[src/rtl/rot_register_file_seq.sv]
// Nibble-serial rotating register file with a sequenced whole-word write port.
// Every word rotates one nibble per clock; the bottom nibble always has index == counter.
module rot_register_file_seq #(
    parameter int unsigned NUM_REGS  = 16,
    parameter int unsigned ADDR_BITS = 4,
    parameter int unsigned DATA_BITS = 4,
    parameter int unsigned NIBBLES   = 8,
    parameter int unsigned CNT_BITS  = 3,
    parameter int unsigned ZERO_REG  = 0
) (
    input  logic                 clk,
    input  logic                 rst,
    input  logic [CNT_BITS-1:0]  counter,
    input  logic [ADDR_BITS-1:0] r1_addr,
    input  logic [ADDR_BITS-1:0] r2_addr,
    input  logic                 w_req,
    input  logic [ADDR_BITS-1:0] w_addr,
    input  logic [DATA_BITS-1:0] data_in,
    output logic                 w_busy,
    output logic                 w_done,
    output logic [DATA_BITS-1:0] data_out1,
    output logic [DATA_BITS-1:0] data_out2
);

    localparam int unsigned WORD_BITS = NIBBLES * DATA_BITS;
    localparam logic [CNT_BITS-1:0] FIRST_NIB = CNT_BITS'(0);
    localparam logic [CNT_BITS-1:0] LAST_NIB  = CNT_BITS'(NIBBLES - 1);

    typedef enum logic [1:0] {
        IDLE  = 2'd0,
        ALIGN = 2'd1,
        WRITE = 2'd2
    } state_t;

    state_t                 state;
    logic [ADDR_BITS-1:0]   addr_q;
    logic                   store_en_c;
    logic [ADDR_BITS-1:0]   store_addr_c;
    logic [DATA_BITS-1:0]   bottom [NUM_REGS];

    // Write sequencer; w_busy follows "write pending or accepted" one cycle late.
    always_ff @(posedge clk or posedge rst) begin
        if (rst) begin
            state  <= IDLE;
            addr_q <= '0;
            w_busy <= 1'b0;
            w_done <= 1'b0;
        end else begin
            w_done <= 1'b0;
            case (state)
                IDLE: begin
                    w_busy <= w_req;
                    if (w_req) begin
                        addr_q <= w_addr;
                        state  <= (counter == FIRST_NIB) ? WRITE : ALIGN;
                    end
                end
                ALIGN: begin
                    w_busy <= 1'b1;
                    if (counter == FIRST_NIB) begin
                        state <= WRITE;
                    end
                end
                WRITE: begin
                    w_busy <= 1'b1;
                    if (counter == LAST_NIB) begin
                        state  <= IDLE;
                        w_done <= 1'b1;
                    end
                end
                default: begin
                    state  <= IDLE;
                    w_busy <= 1'b0;
                end
            endcase
        end
    end

    // Nibble store strobe; an acceptance at counter 0 stores immediately using w_addr.
    always_comb begin
        store_en_c   = 1'b0;
        store_addr_c = addr_q;
        case (state)
            IDLE: begin
                if (w_req && (counter == FIRST_NIB)) begin
                    store_en_c   = 1'b1;
                    store_addr_c = w_addr;
                end
            end
            ALIGN:   store_en_c = (counter == FIRST_NIB);
            WRITE:   store_en_c = 1'b1;
            default: store_en_c = 1'b0;
        endcase
    end

    for (genvar i = 0; i < NUM_REGS; i++) begin : g_reg
        if ((ZERO_REG != 0) && (i == 0)) begin : g_zero
            assign bottom[i] = '0;
        end else begin : g_word
            logic [WORD_BITS-1:0] word;
            logic [DATA_BITS-1:0] top_c;

            // The re-entering nibble is replaced on a store, so nothing else shifts.
            assign top_c = (store_en_c && (store_addr_c == ADDR_BITS'(i)))
                         ? data_in : word[DATA_BITS-1:0];

            always_ff @(posedge clk or posedge rst) begin
                if (rst) begin
                    word <= '0;
                end else begin
                    word <= {top_c, word[WORD_BITS-1:DATA_BITS]};
                end
            end

            assign bottom[i] = word[DATA_BITS-1:0];
        end
    end

    assign data_out1 = bottom[r1_addr];
    assign data_out2 = bottom[r2_addr];

endmodule
[config.mk]
export PLATFORM = sky130hd
export DESIGN_NAME = rot_register_file_seq
export DESIGN_NICKNAME = d
export VERILOG_FILES = /design/src/rtl/rot_register_file_seq.sv
export SDC_FILE = /design/constraint.sdc
export NUM_CORES = 1
export LEC_CHECK = 0
export ABC_AREA = 1
export CORE_MARGIN = 4
export CORE_UTILIZATION = 30
export DETAILED_ROUTE_END_ITERATION = 16
export SETUP_SLACK_MARGIN = 0.05
export SLEW_MARGIN = 20
export SYNTH_ARGS = -nofsm -noshare
export SYNTH_HDL_FRONTEND = slang
export SYNTH_SLANG_ARGS = --single-unit
[constraint.sdc]
create_clock -name clk -period 20.3 [get_ports clk]
set_input_delay 3.045 -clock clk [delete_from_list [all_inputs] [get_ports clk]]
set_output_delay 3.045 -clock clk [all_outputs]
set_load 0.1 [all_outputs]
After elaboration in Yosys (flattened, before gate mapping)
Cells that the tools add are included. W data, S select, Z words.

Register bits: 520. Bits in latches: 0. RAM bits: 0. Bits in read-only memories: 0. Bits of input ports: 22. Output and inout port bits: 10. Word-level logic and storage cells: 102. Memories kept: 0.

Add/subtract/negate cells: 0. $mul: 0. Divide/modulo/power cells: 0. $lt $le $gt $ge: 2. Eq/ne operators: 21. Shifts and indexed selects: 0. Muxes and demuxes: 34. Bitwise operators: 2. Reductions and logical operators: 23.

Operator list (number): $mux W4 (22); $bmux W4 S4 (2); $eq A4 B4 Y1 const B (8); $logic_and A1 B1 Y1 (17); $eq A4 B3 Y1 const B (4); $ge A5 B5 Y1 const B (2); $not A4 Y5 (2); $eq A4 B2 Y1 const B (2); $mux W2 (4); $ne A2 B2 Y1 const B (3); $pmux W2 S3 (1); $eq A4 B1 Y1 const B (1); $logic_not A4 Y1 (1); $eq A3 B3 Y1 const B (1); $logic_not A3 Y1 (1); $mux W1 (3); $pmux W1 S3 (1); $reduce_and A3 Y1 (1); $eq A2 B1 Y1 const B (1); $eq A2 B2 Y1 const B (1); $logic_not A2 Y1 (1); $pmux W1 S2 (1); $reduce_and A2 Y1 (1); $reduce_or A2 Y1 (1).

Depth between registers and ports, before layout
Gate-level depths: netlist of run 1.

Depth in word-level cells: 7. Mapped depth: 12.

Worst setup path after synthesis of run 1
Ideal clock, no wire load.

Path kind: input -> output. Start point: input port r2_addr[0]. End point: output port data_out2[3]. Data arrival time: 4519 ps. Data required time: 17255 ps. Setup slack: 12736 ps. Stages: 6. Path through: clkbuf_1 -> clkbuf_1 -> o211ai_1 -> nand3_1 -> nand3_1 -> nand2_1.

Cells in the longest elaborated chain, start to end: 4.

Ends and longest elaborated chain: from (decl) (RTL line 15) `input logic [ADDR_BITS-1:0] r2_addr,`; $not A4 Y5 (not written as such) (RTL line 120) `assign data_out2 = bottom[r2_addr];`; $bmux W4 S4 (RTL line 120); $mux W4 (not written as such) (2 in series) (RTL line 120); to (decl) (RTL line 22) `output logic [DATA_BITS-1:0] data_out2`.

Every way passes these cells. The select of a mux whose other input is x is not followed.

Final worst setup path of run 1
Start point: input port r1_addr[0]. End point: output port data_out1[0].

Cells in the longest elaborated chain, start to end: 4.

Ends and longest elaborated chain: from (decl) (RTL line 14) `input logic [ADDR_BITS-1:0] r1_addr,`; $not A4 Y5 (not written as such) (RTL line 119) `assign data_out1 = bottom[r1_addr];`; $bmux W4 S4 (RTL line 119); $mux W4 (not written as such) (2 in series) (RTL line 119); to (decl) (RTL line 21) `output logic [DATA_BITS-1:0] data_out1,`.

Every way passes these cells. The select of a mux whose other input is x is not followed.

==> results.toml, run 1 <==
[run_status]
status = "finished clean"

[clocking]
root_buffer = "clkbuf_16"
clock_latency_ps = 560
numCtsBuffers = 47
cts.repair.resized = 0
post_cts_buffers = 0
clk_pin_slew_ps = 60
ctsHoldBuffers = 0
cts_tree = "yes"
cts_sinks = 520
clock_path_buffers = 3
htreeDepth = 2

[pwr]
p_leak_uw = 0.00944
irDropWorstVdd_mv = 0.0756
power_density_mw_per_mm2 = 134

[timing]
worst_pin_slew_ps = 1130
clock.fmax_mhz = 114
worst_clock_skew_ps = 15.1
period_share = 0.430
setup_viol = 0
hold_viol = 0
layout_setup_ws_ps = 11560
slew_headroom = 0.246
tns_ps = 0
rsz0062_at_grt = "false"
finalCriticalPeriod_ps = 8740
slew_viol_final = 0

[place]
dpl.hpwl_mm = 18.8
pre_cts_ws_ps = 11090
port_buffers = 31
gp_congestion = 0.875

[worst_setup_path]
end_kind = "output port"
path_class = "in -> out"
timing.rr.start = "state[1]"
crit_fanout = 64
r2r_end = "g_reg[2].g_word.word[29]"
arrival_ps = 5690
critPathLaunchType = "primary input"
r2r_slack_ps = 18070
r2r_cells = 12
crit_required_ps = 17260

[floorplan]
rows = 83
fp.coreArea_sq_mm = 0.0516
dieArea_sq_mm = 0.0563
io_pins = 32
initial_core_util = 0.305
die_w_um = 237
die_h_um = 237

[grt]
grt_use_total = 0.109
grt_max_degree = 190
antenna_found_initial = 5
grt_pass1_vias = 8029
grt_pass1_wl_mm = 47.3
grt_overflow = 0

[synth]
synth_seq_cells = 520
ys_warn_count = 0
syn-cell-area_sq_mm = 0.0158
synth_nets = 1113
syn_inst = 1087
synth_top_area_cell = "dfrtp_1"
yosysUniqueCellTypes = 24
synth.top_cell.area_share = 0.826
synth.area.top_cells = "dfrtp_1, nand2_1, nand3_1"
ys_seq_area_frac = 0.826
syn_avg_cell_area_sq_um = 14.5

[route]
ant_nets = 0
vias = 7981
wl_per_cell_um = 16.3
drc = 0
viasPerCell = 4.31
drt_iter0_markers = 545
drt-total-wl_mm = 30.2
dr.pass1.iters = 6

[cells_and_area]
finish.utilization = 0.356
fillers = 4832
multiInputGateArea_sq_mm = 0.00232
final_common_cell = "dfrtp_1"
fin_nets = 1159
layout-drive-gt1-share = 0.0957
syn_to_final_growth_pct = 16.6
seq_area_sq_mm = 0.0130
layout_common_cells = "dfrtp_1, nand2_1, nand3_1, inv_1, clkbuf_16"

[min_path]
hp-class = "reg -> reg"
holdPathEnd = "g_reg[7].g_word.word[2]"
min_from = "g_reg[7].g_word.word[6]"
hold_path_depth = 0

[flow_run]
cap_violations = 0
[worst max-delay path: stages]
cell             delay (ps)
buf_2                   740
o21ai_0                 330
nand3_1                 150
nand3_1                  90
nand2_1                 150
clkdlybuf4s50_1        1160
[how the worst max path moves through the flow]
stage | from | end | cells past startpoint
after floorplan | rst | addr_q[0] | 1
after global placement | r1_addr[1] | data_out1[1] | 7
after detailed placement | r2_addr[1] | data_out2[3] | 6
after CTS | r2_addr[1] | data_out2[3] | 6
after global routing | r1_addr[0] | data_out1[0] | 6
final | r1_addr[0] | data_out1[0] | 6
[synth_stat cells, drive strengths merged]
cell type,number
nand2,213
o211ai,32
nand4,8
dfrtp,520
buf,12
inv,56
a21oi,32
nor2,21
nand3,119
ha,4
clkbuf,30
o21ai,40
[layer usage]
| metal | vias up | wire, um | share of wire | track usage |
|---|---|---|---|---|
| met4 | 2 | 857 | 0.028 | 0.0386 |
| met3 | 59 | 1600 | 0.053 | 0.0262 |
| li1 | 3593 | - | - | - |
| met1 | 4125 | 14700 | 0.49 | 0.163 |
| met2 | 202 | 13000 | 0.43 | 0.155 |
| met5 | - | 13 | 0.00043 | 0 |
[through the flow]
stage / total power (uW) / hold WS [ps] / instances / cell area [sq um]
after detailed placement: 1590 / 335 / 1763 / 16800
after global routing: 2580 / 350 / 1850 / 18400
after floorplan: 1500 / 331 / 1087 / 15800
after CTS: 2500 / 339 / 1849 / 18400
final: 2460 / 341 / 1852 / 18400
after global placement: 1580 / 331 / 1763 / 16800
[flip-flops by register name (all words and copies together), names as in the netlist]
register / flops
addr_q: 4
w_busy: 1
g.g_word.word: 512
w_done: 1
state: 2
[cells by family after synthesis]
group | share of synthesized area
buf+inv | 0.0269
compound gates | 0.0381
flops | 0.826
simple gates | 0.106
fa+ha+maj | 0.00318
[power by group]
part | total [uW] | switching, uW | internal (uW)
registers | 1330 | 85.9 | 1240
logic | 244 | 185 | 58.8
clock network | 889 | 364 | 525
total | 2460 | 635 | 1830
[final cells by class]
cell class	instances	area share
Antenna cell	2	0.000272
Clock buffer	66	0.0728
Clock inverter	20	0.0133
Inverter	56	0.0120
Multi-Input combinational cell	469	0.126
Sequential cell	520	0.708
Tap cell	680	0.0463
Timing Repair Buffer	39	0.0210
(Power assumes the default switching activity.)
==> run 2: changes to the inputs <==
- clock period: 20.3 -> 9.1 ns (I/O delays scaled with it)
==> results.toml, run 2 (synthesized netlist as in run 1, its figures left out) <==
[timing]
layout_setup_ws_ps = 3820
slew_viol_final = 0
rsz0062_at_grt = "false"
hold_viol = 0
slew_headroom = 0.290
tns_ps = 0
worst_clock_skew_ps = 21.7
worst_pin_slew_ps = 1060
setup_viol = 0
clock.fmax_mhz = 189
finalCriticalPeriod_ps = 5280
period_share = 0.580

[route]
wl_met3_mm = 1.53
viasPerCell = 4.25
drc = 0
ant_nets = 0
drt-met1-wl_mm = 13.4
dr_wl_met2_mm = 13.2
drt_iter0_markers = 582
maxUsedRoutingLayer = "met5"
dr.pass1.iters = 4
vias = 7884
wl_per_cell_um = 15.7
drt-total-wl_mm = 29.1

[cells_and_area]
regMostFlops = "g.g_word.word"
finish.utilization = 0.358
final_area_sq_mm = 0.0185
syn_to_final_growth_pct = 17.4
layout_common_cells = "dfrtp_1, nand2_1, nand3_1, inv_1, clkbuf_16"
largest_reg_flops = 512
final_cells = 1855
fin_nets = 1161
final_common_cell = "dfrtp_1"
reg.largest.list = "g.g_word.word (512), addr_q (4), state (2)"
layout-drive-gt1-share = 0.101

[worst_setup_path]
crit_fanout = 9
crit_required_ps = 7740
critPathTopFamily = "buffers and inverters"
slowest_delay_ps = 1170
worst-path-buf-inv = 3
slowest_stage = "clkdlybuf4s50_1"
path_class = "in -> out"
end_kind = "output port"
arrival_ps = 3910
path_cells = "clkdlybuf4s50_1 -> inv_1 -> nand3_1 -> nand3_1 -> nand2_1 -> clkdlybuf4s50_1"
critPathLaunchType = "primary input"
timing.rr.start = "state[0]"
startpoint = "r1_addr[2]"

[clocking]
root_buffer = "clkbuf_16"
cts.repair.resized = 0
numCtsBuffers = 49
htreeDepth = 2
clock_path_buffers = 3
ctsHoldBuffers = 0
clk_pin_slew_ps = 60
post_cts_buffers = 0
clock_latency_ps = 540
cts_tree = "yes"
cts_sinks = 520

[place]
pre_cts_ws_ps = 3300
gp_congestion = 0.857
placedInstanceArea_sq_mm = 0.0168
dpl.hpwl_mm = 18.4
port_buffers = 31
dp_cells = 1763

[floorplan]
io_pins = 32
fp.coreArea_sq_mm = 0.0516
rows = 83
initial_core_util = 0.305
die_w_um = 237
die_h_um = 237
dieArea_sq_mm = 0.0563

[grt]
grt_pass1_vias = 8135
antenna_found_initial = 5
grt_pass1_wl_mm = 45.9
grt_overflow = 0
grt_max_degree = 216
grt_use_total = 0.104

[pwr]
irDropWorstVdd_mv = 0.125
p_leak_uw = 0.00949
power_density_mw_per_mm2 = 302

[min_path]
min_from = "g_reg[1].g_word.word[21]"
hp-class = "reg -> reg"

[flow_run]
cap_violations = 0

[run_status]
status = "finished clean"
## run 2: final cells by class
cell class / instances / area, sq um
antenna: 1 / 2.50
clock buffer: 69 / 1430
clock inverter: 21 / 270
fill: 4800 / 33100
inverter: 56 / 216
multi-input combinational: 469 / 2320
sequential: 520 / 13000
tap: 680 / 851
timing repair buffer: 39 / 395
## run 2: path summary, 6_finish.rpt
kind	end	slack, ps	cells after the start
setup / recovery	data_out1[0]	3820	6
hold / removal	g_reg[1].g_word.word[17]	340	0
setup reg to reg	g_reg[11].g_word.word[30]	6880	12
hold reg to reg	g_reg[1].g_word.word[17]	340	0
max in group asynchronous	g_reg[2].g_word.word[1]	5850	5
min in group asynchronous	g_reg[15].g_word.word[31]	1190	2
## run 2: through the flow
stage | total power (uW) | hold slack, ps
floorplan | 3340 | 331
global placement | 3520 | 331
detailed placement | 3550 | 335
CTS | 5660 | 340
global route | 5850 | 347
finish | 5580 | 340
## run 2: worst reg2reg max path, stage by stage (launching register included)
cell	delay, ps
dfrtp_1	390
inv_1	90
ha_1	240
nand2_2	190
inv_4	100
nand3_4	110
nand2_1	70
nand2_1	160
nand2_2	140
nor2_8	240
nand2_1	190
nand2_1	90
nand2_1	100
## run 2: where the power goes
part | switching [uW] | internal (uW) | total (uW)
clock | 824 | 1250 | 2070
combinational | 406 | 131 | 537
sequential | 194 | 2780 | 2970
## run 2: layer usage
layer  GRT usage  up-vias
li1            -     3609
met1       0.146     4025
met2       0.157      173
met3      0.0271       69
met4      0.0373        8
met5           0        -
==> run 3: changes to the inputs <==
- clock period: 9.1 -> 5.2 ns (I/O delays scaled with it)
==> results.toml, run 3 (synthesized netlist as in run 1, its figures left out) <==
[run_status]
status = "finished clean"

[worst_setup_path]
crit_required_ps = 4420
end_kind = "output port"
timing.rr.start = "state[0]"
slowest_stage = "clkdlybuf4s50_1"
path_cells = "clkdlybuf4s50_1 -> o211ai_1 -> nand3_1 -> nand3_1 -> nand2_1 -> buf_4"
r2r_cells = 12
arrival_ps = 3020
r2r_end = "g_reg[11].g_word.word[28]"
crit_top_cell = "nand3_1"
slowest_delay_ps = 1220
crit_fanout = 32
critPathLaunchType = "primary input"
path_class = "in -> out"
r2r_slack_ps = 2900

[floorplan]
die_h_um = 237
dieArea_sq_mm = 0.0563
die_w_um = 237
io_pins = 32
initial_core_util = 0.305
fp.coreArea_sq_mm = 0.0516
rows = 83

[timing]
tns_ps = 0
slew_viol_final = 0
finalCriticalPeriod_ps = 3800
worst_pin_slew_ps = 1120
worst_clock_skew_ps = 9.47
period_share = 0.731
clock.fmax_mhz = 263
rsz0062_at_grt = "false"
hold_viol = 0
setup_viol = 0
slew_headroom = 0.248

[grt]
grt_pass1_vias = 8068
grt_max_degree = 163
grt_pass1_wl_mm = 46.0
antenna_found_initial = 3
grt_use_total = 0.105
grt_overflow = 0

[place]
dpl.hpwl_mm = 18.9
gp_congestion = 0.921
port_buffers = 31

[clocking]
numCtsBuffers = 48
cts.repair.resized = 0
post_cts_buffers = 0
cts_sinks = 520
cts_tree = "yes"
clock_latency_ps = 550
ctsHoldBuffers = 0
clk_pin_slew_ps = 60
clock_path_buffers = 3
htreeDepth = 2
root_buffer = "clkbuf_16"

[cells_and_area]
final_common_cell = "dfrtp_1"
fillers = 4822
layout-drive-gt1-share = 0.101
fin_nets = 1162
diodes = 0
regMostFlops = "g.g_word.word"
largest_reg_flops = 512
reg.largest.list = "g.g_word.word (512), addr_q (4), state (2)"
layout_common_cells = "dfrtp_1, nand2_1, nand3_1, inv_1, clkbuf_16"
syn_to_final_growth_pct = 16.4

[pwr]
p_leak_uw = 0.00943
power_density_mw_per_mm2 = 519
p_total_uw = 9530
power.switching_uw = 2460
power_frac_seq = 0.545
sw_frac_of_total = 0.258
irDropWorstVdd_mv = 0.253
power.internal_uw = 7070
combPwrFrac = 0.100
power.share.clock = 0.355

[min_path]
holdPathEnd = "g_reg[5].g_word.word[1]"
min_from = "g_reg[5].g_word.word[5]"
hp-class = "reg -> reg"
hold_path_depth = 0

[route]
dr.pass1.iters = 5
ant_nets = 0
drt-total-wl_mm = 29.3
vias = 7999
wl_per_cell_um = 15.8
drc = 0
viasPerCell = 4.32
drt_iter0_markers = 712

[flow_run]
cap_violations = 0
[run 3: worst max-delay path: cells and delay by family]
family | cells | cell delay (ps)
buf+inv | 2 | 1550
compound gates | 1 | 250
simple gates | 3 | 440
[run 3: power groups by stage]
stage          Clock (uW)  Sequential (uW)  Combinational (uW)
2_1_floorplan           0             5150                 695
3_3_place_gp            0             5220                 933
3_5_place_dp            0             5270                 953
4_1_cts              3500             5210                 958
5_1_grt              3670             5270                1050
6_report             3380             5190                 950
[run 3: worst max-delay path by stage]
stage	endpoint	slack [ps]	from	cells after the start
after floorplan	addr_q[0]	-2640	rst	1
after global placement	data_out2[2]	1490	r2_addr[1]	6
after detailed placement	data_out2[2]	1450	r2_addr[1]	7
after CTS	data_out2[2]	1440	r2_addr[1]	7
after global routing	data_out1[0]	1330	r1_addr[1]	6
final	data_out1[0]	1400	r1_addr[1]	6
[run 3: stage by stage]
step	std cells	util	area [sq um]	hold slack (ps)	setup WS [ps]
floorplan	1087	-	15800	331	-2640
global placement	1766	0.325	16800	331	1490
detailed placement	1766	0.325	16800	335	1450
CTS	1850	0.355	18300	337	1440
global route	1850	0.355	18300	349	1330
finish	1850	0.355	18300	338	1400
[run 3: routing by layer]
layer,GRT usage,share of wire,vias up
met1,0.148,0.46,4106
li1,-,-,3590
met2,0.156,0.45,210
met3,0.0234,0.055,89
met4,0.0462,0.043,4
met5,0,0.00079,-
[run 3: cell type report]
class                      count  area [sq um]  area share
timing repair buffer          41           388      0.0211
sequential                   520         13000       0.709
clock buffer                  66          1360      0.0742
multi-input combinational    469          2320       0.127
inverter                      56           216      0.0118
clock inverter                18           191      0.0104
tap                          680           851      0.0464
